File: src/rtl/second_largest_arbiter.sv
// second_largest_arbiter: round-robin shared largest/second-largest tracker.
// Ports: clk, resetn (sync, active-high); req_valid/req_data/req_ready stream in;
// clr per-channel clear; rd_ch selects rd_first/rd_second/rd_valid readback;
// gnt_valid/gnt_ch report the channel accepted on the previous cycle.
module second_largest_arbiter #(
  parameter int DATA_WIDTH = 32,
  parameter int NUM_CH     = 4,
  parameter int CNT_W      = 8,
  localparam int CH_W      = $clog2(NUM_CH)
) (
  input  logic                         clk,
  input  logic                         resetn,
  input  logic [NUM_CH-1:0]            req_valid,
  input  logic [NUM_CH*DATA_WIDTH-1:0] req_data,
  output logic [NUM_CH-1:0]            req_ready,
  input  logic [NUM_CH-1:0]            clr,
  input  logic [CH_W-1:0]              rd_ch,
  output logic [DATA_WIDTH-1:0]        rd_first,
  output logic [DATA_WIDTH-1:0]        rd_second,
  output logic                         rd_valid,
  output logic                         gnt_valid,
  output logic [CH_W-1:0]              gnt_ch
);

  logic [DATA_WIDTH-1:0] first_q  [NUM_CH];
  logic [DATA_WIDTH-1:0] second_q [NUM_CH];
  logic [CNT_W-1:0]      cnt_q    [NUM_CH];
  logic [DATA_WIDTH-1:0] first_d  [NUM_CH];
  logic [DATA_WIDTH-1:0] second_d [NUM_CH];
  logic [CNT_W-1:0]      cnt_d    [NUM_CH];

  logic [CH_W-1:0]       ptr_q;
  logic [CH_W-1:0]       ptr_d;
  logic [CH_W-1:0]       gnt;
  logic [CH_W-1:0]       idx;
  logic                  found;
  logic                  accept;
  logic [DATA_WIDTH-1:0] din;

  // Search starts at ptr; CH_W-bit add wraps because NUM_CH is a power of two.
  always_comb begin
    gnt   = '0;
    idx   = '0;
    found = 1'b0;
    for (int k = 0; k < NUM_CH; k++) begin
      idx = ptr_q + CH_W'(k);
      if (!found && req_valid[idx]) begin
        found = 1'b1;
        gnt   = idx;
      end
    end
  end

  assign accept = found && !resetn;

  always_comb begin
    req_ready = '0;
    if (accept)
      req_ready[gnt] = 1'b1;
  end

  assign din   = req_data[gnt*DATA_WIDTH +: DATA_WIDTH];
  assign ptr_d = accept ? gnt + 1'b1 : ptr_q;

  // Clear is applied before the accepted sample so a colliding
  // sample lands on a freshly zeroed channel.
  always_comb begin
    for (int i = 0; i < NUM_CH; i++) begin
      first_d[i]  = clr[i] ? '0 : first_q[i];
      second_d[i] = clr[i] ? '0 : second_q[i];
      cnt_d[i]    = clr[i] ? '0 : cnt_q[i];
      if (accept && gnt == CH_W'(i)) begin
        if (din >= first_d[i]) begin
          second_d[i] = first_d[i];
          first_d[i]  = din;
        end else if (din >= second_d[i]) begin
          second_d[i] = din;
        end
        if (cnt_d[i] != '1)
          cnt_d[i] = cnt_d[i] + 1'b1;
      end
    end
  end

  always_ff @(posedge clk) begin
    if (resetn) begin
      ptr_q     <= '0;
      gnt_valid <= 1'b0;
      gnt_ch    <= '0;
      for (int i = 0; i < NUM_CH; i++) begin
        first_q[i]  <= '0;
        second_q[i] <= '0;
        cnt_q[i]    <= '0;
      end
    end else begin
      ptr_q     <= ptr_d;
      gnt_valid <= accept;
      if (accept)
        gnt_ch  <= gnt;
      for (int i = 0; i < NUM_CH; i++) begin
        first_q[i]  <= first_d[i];
        second_q[i] <= second_d[i];
        cnt_q[i]    <= cnt_d[i];
      end
    end
  end

  assign rd_first  = first_q[rd_ch];
  assign rd_second = second_q[rd_ch];
  assign rd_valid  = cnt_q[rd_ch] >= CNT_W'(2);

endmodule

File: config.mk
export PLATFORM = sky130hd
export DESIGN_NAME = second_largest_arbiter
export DESIGN_NICKNAME = d
export VERILOG_FILES = /design/src/rtl/second_largest_arbiter.sv
export SDC_FILE = /design/constraint.sdc
export NUM_CORES = 1
export LEC_CHECK = 0
export BUFFER_PORTS_ARGS = -buffer_cell sky130_fd_sc_hd__buf_4
export CAP_MARGIN = 20
export CORE_MARGIN = 2
export CORE_UTILIZATION = 40
export DETAILED_ROUTE_END_ITERATION = 12
export PLACE_DENSITY = 0.56
export SYNTH_ARGS = -nofsm -noshare
export SYNTH_HDL_FRONTEND = slang
export SYNTH_SLANG_ARGS = --single-unit
File: constraint.sdc
create_clock -name clk -period 4.9 [get_ports clk]
set_input_delay 0.245 -clock clk [delete_from_list [all_inputs] [get_ports clk]]
set_output_delay 0.245 -clock clk [all_outputs]
set_load 0.01 [all_outputs]
==> impl_metrics.yaml <==
run_status:
  status: "complete, no violations"
synth:
  synth_top_area_frac: 0.266
  syn_nets: 2961
  synth_top_family_by_area: "compound AO/OA/AOI/OAI gates"
  synth-simple-area-share: 0.180
  yosysWarnings: 0
  synth.yosys.seq_area_share: 0.266
  synth-adder-area-share: 0.150
  yosysTopAreaCell: "dfxtp_1"
  synthTopCellsByArea: "dfxtp_1 27%, ha_1 15%, mux4_2 6.5%, a21oi_1 5.5%, mux2i_1 4.6%"
  async_flop_share: 0
  yosysUniqueCellTypes: 63
  synth_mux_area_frac: 0.111
  synthFlopType: "dfxtp_1"
  postSynthAreaPerCell_um2: 8.61
  synth_compound_area_frac: 0.223
  synth_cells: 2557
  synth_seq_cells: 293
  synth-xor-area-share: 0.00637
  synth_area_um2: 22000
  synth_edf_count: 0
sta:
  skew_ns: 0.00982
  final_max_slew_viol_count: 0
  fmax_mhz: 210
  tightest_slew_ns: 1.06
  post-route-min-period_ns: 4.77
  relSlewSlack: 0.292
  fin_setup_tns_ns: 0
  setup_viol: 0
  min_period_over_period: 0.974
  hold_ws_ns: 0.0291
  hold_viol_final: 0
  worst_slack_ns: 0.127
  rsz0062_at_grt: "false"
clock_tree:
  clock-sinks: 293
  insertion_delay_ns: 0.57
  cts_tree: "yes"
  cts_buffer_depth: 3
  numCtsBuffers: 38
  htreeDepth: 2
  path_clk_slew_ns: 0.06
  cts_root_buf: "clkbuf_16"
route:
  postRouteWirelength_um: 83100
  drc: 0
  dr.pass1.iters: 6
  wl_per_cell_um: 24.0
  vias: 21100
  drtIter0Drc: 1900
  vias_per_cell: 6.09
  ant_nets: 0
setup_path:
  reg2regPathDepth: 17
  startpoint_type: "flop"
  path_max_fanout: 31
  endpoint_kind: "flop"
  reg2reg_from: "ptr_q[1]"
  path_class: "reg2reg"
  r2r_slack_ns: 0.13
  worst_r2r_endpoint: "second_q[3][1]"
  worstPathRequired_ns: 5.36
  cp.arrival_ns: 5.23
layout:
  syn_to_final_growth_pct: 19.0
  drive_above_1_share: 0.179
  regArea_um2: 5870
  n_fill_cell: 5179
  mostFrequentLayoutCell: "dfxtp_1"
  fin_area_um2: 26200
  multi_input_area_um2: 14900
  final_nets: 3144
  most-common-layout-cells: "293 x dfxtp_1, 286 x buf_4, 264 x ha_1"
worst_hold_path:
  min_path_cells: 4
  hold_start: "req_valid[0]"
  hp-class: "in2reg"
  min_to: "gnt_ch[0]"
run:
  cap_violations: 0
floorplanning:
  die_w_um: 239
  rows: 85
  io_pins: 212
  die_y_um: 239
  core_area_um2: 54100
  initial_utilization: 0.407
  die-area_um2: 56900
placed_design:
  hpwl_um: 58800
  dpl-instance-area_um2: 24900
  globalplace.congestion: 0.904
  port_buffers: 211
  place_ws_ns: -0.0573
pwr:
  leakagePower_nw: 10.9
  pwr-share-clk: 0.268
  combPwrFrac: 0.477
  vdd.ir_drop.worst_mv: 0.302
  p_per_area_nw_per_um2: 402
  swShare: 0.417
  seqPwrFrac: 0.256
  internal_power_mw: 6.14
  p_sw_mw: 4.40
grt:
  antenna_found_initial: 0
  busiest_layer: "met2"
  grt_overflow: 0
  grt_util_met3: 0.0438
  first_global_vias: 20600
  met1_usage: 0.387
  grt_use_total: 0.287
  grt_max_degree: 122
  grt_use_met2: 0.464
  grt_pass1_wl_um: 126000
## power groups by stage
| stage | Sequential (mW) | Clock (mW) | Combinational, mW |
|---|---|---|---|
| 6_report | 2.69 | 2.82 | 5.02 |
| 5_1_grt | 2.71 | 2.95 | 5.46 |
| 4_1_cts | 2.69 | 2.86 | 4.92 |
| 3_5_place_dp | 2.74 | 0 | 4.89 |
| 3_3_place_gp | 2.73 | 0 | 4.82 |
| 2_1_floorplan | 2.69 | 0 | 2.97 |
## layer usage
metal	share of wire	routed length, um
met1	0.44	36500
met4	0.035	2870
met5	0	0
met2	0.45	37600
met3	0.073	6030
## critical path, stage by stage, from the launching register on
cell and delay, ns:
dfxtp_1 0.39, a21o_1 0.18, a21boi_1 0.31, o22ai_4 0.19
buf_12 0.22, a21oi_1 0.14, a32o_1 0.32, inv_1 0.22
buf_4 0.22, ha_1 0.32, a21o_1 0.17, a21o_1 0.17
a21oi_1 0.38, o221ai_1 0.43, a21oi_1 0.27, nor3_2 0.07
buf_4 0.28, a221oi_1 0.36
## worst max path at each step
stage	from	slack, ns	end	depth (start not counted)
after floorplan	ptr_q[1]	0.83	second_q[2][10]	17
after CTS	ptr_q[1]	0.02	second_q[3][24]	18
after global placement	req_valid[0]	0.02	first_q[3][26]	19
after global routing	ptr_q[1]	0.01	second_q[3][24]	18
final	ptr_q[1]	0.13	second_q[3][1]	17
after detailed placement	req_valid[0]	-0.06	second_q[1][9]	18
## stage by stage
step / std cells / utilization / total power, mW
2_1_floorplan: 2557 / - / 5.67
6_report: 3465 / 0.484 / 10.5
3_3_place_gp: 3392 / 0.460 / 7.55
4_1_cts: 3461 / 0.483 / 10.5
5_1_grt: 3464 / 0.484 / 11.1
3_5_place_dp: 3392 / 0.460 / 7.63
## synthesized netlist by cell type, types with 3 or more instances
| cell type | count |
|---|---|
| a21o_1 | 22 |
| mux2i_1 | 101 |
| buf_6 | 4 |
| o31ai_1 | 34 |
| a2111oi_0 | 4 |
| buf_1 | 18 |
| nand4_1 | 35 |
| nand2b_1 | 142 |
| a311oi_1 | 3 |
| a221oi_2 | 30 |
| mux4_2 | 64 |
| and4_1 | 7 |
| nor2b_1 | 148 |
| o21ai_0 | 109 |
| xnor2_1 | 8 |
| a211oi_1 | 11 |
| and4b_1 | 7 |
| nand3_1 | 48 |
| a41oi_1 | 6 |
| buf_4 | 3 |
| dfxtp_1 | 293 |
| a221oi_1 | 104 |
| a31oi_1 | 10 |
| nor4_1 | 8 |
| xor2_1 | 8 |
| ha_1 | 264 |
| and3_1 | 12 |
| clkbuf_1 | 111 |
| a21oi_1 | 240 |
| o21a_1 | 4 |
| o21bai_1 | 65 |
| inv_1 | 174 |
| a211o_1 | 4 |
| nand2_1 | 181 |
| buf_2 | 35 |
| o211ai_1 | 5 |
| nor3_1 | 21 |
| a2111o_1 | 3 |
| a32o_1 | 31 |
| nor2_1 | 147 |
| a221o_1 | 3 |
## timing repair
| action | CTS | global route |
|---|---|---|
| gates resized for setup | 1 | 14 |
| endpoints found under the hold margin | 1 | 0 |
| pin swaps | 0 | 1 |
| setup endpoints to repair | 5 | 171 |
| setup buffers | 0 | 2 |
| gates cloned | 0 | 1 |
| hold buffers | 1 | 0 |
## logic make-up (layout without fill, tap and decap cells)
kind of cell / Yosys count / count (layout)
mux: 165 / 165
buf+inv: 346 / 556
fa+ha+maj: 264 / 264
compound gates: 705 / 706
flops: 293 / 293
simple gates: 768 / 768
other cells: 0 / 1
xor+xnor: 16 / 16
## area by class of cell
class | count | area share
Multi-Input combinational cell | 1919 | 0.569
Sequential cell | 293 | 0.224
Timing Repair Buffer | 313 | 0.102
Clock buffer | 56 | 0.0432
Tap cell | 696 | 0.0332
Inverter | 175 | 0.0252
Clock inverter | 12 | 0.00349
Antenna cell | 1 | 0.0000955
## sequential cells by signal (all words and copies together) (netlist names)
name	count
gnt_ch	2
first_q	128
cnt_q	32
gnt_valid	1
ptr_q	2
second_q	128
Power figures use the tool's default switching activity.
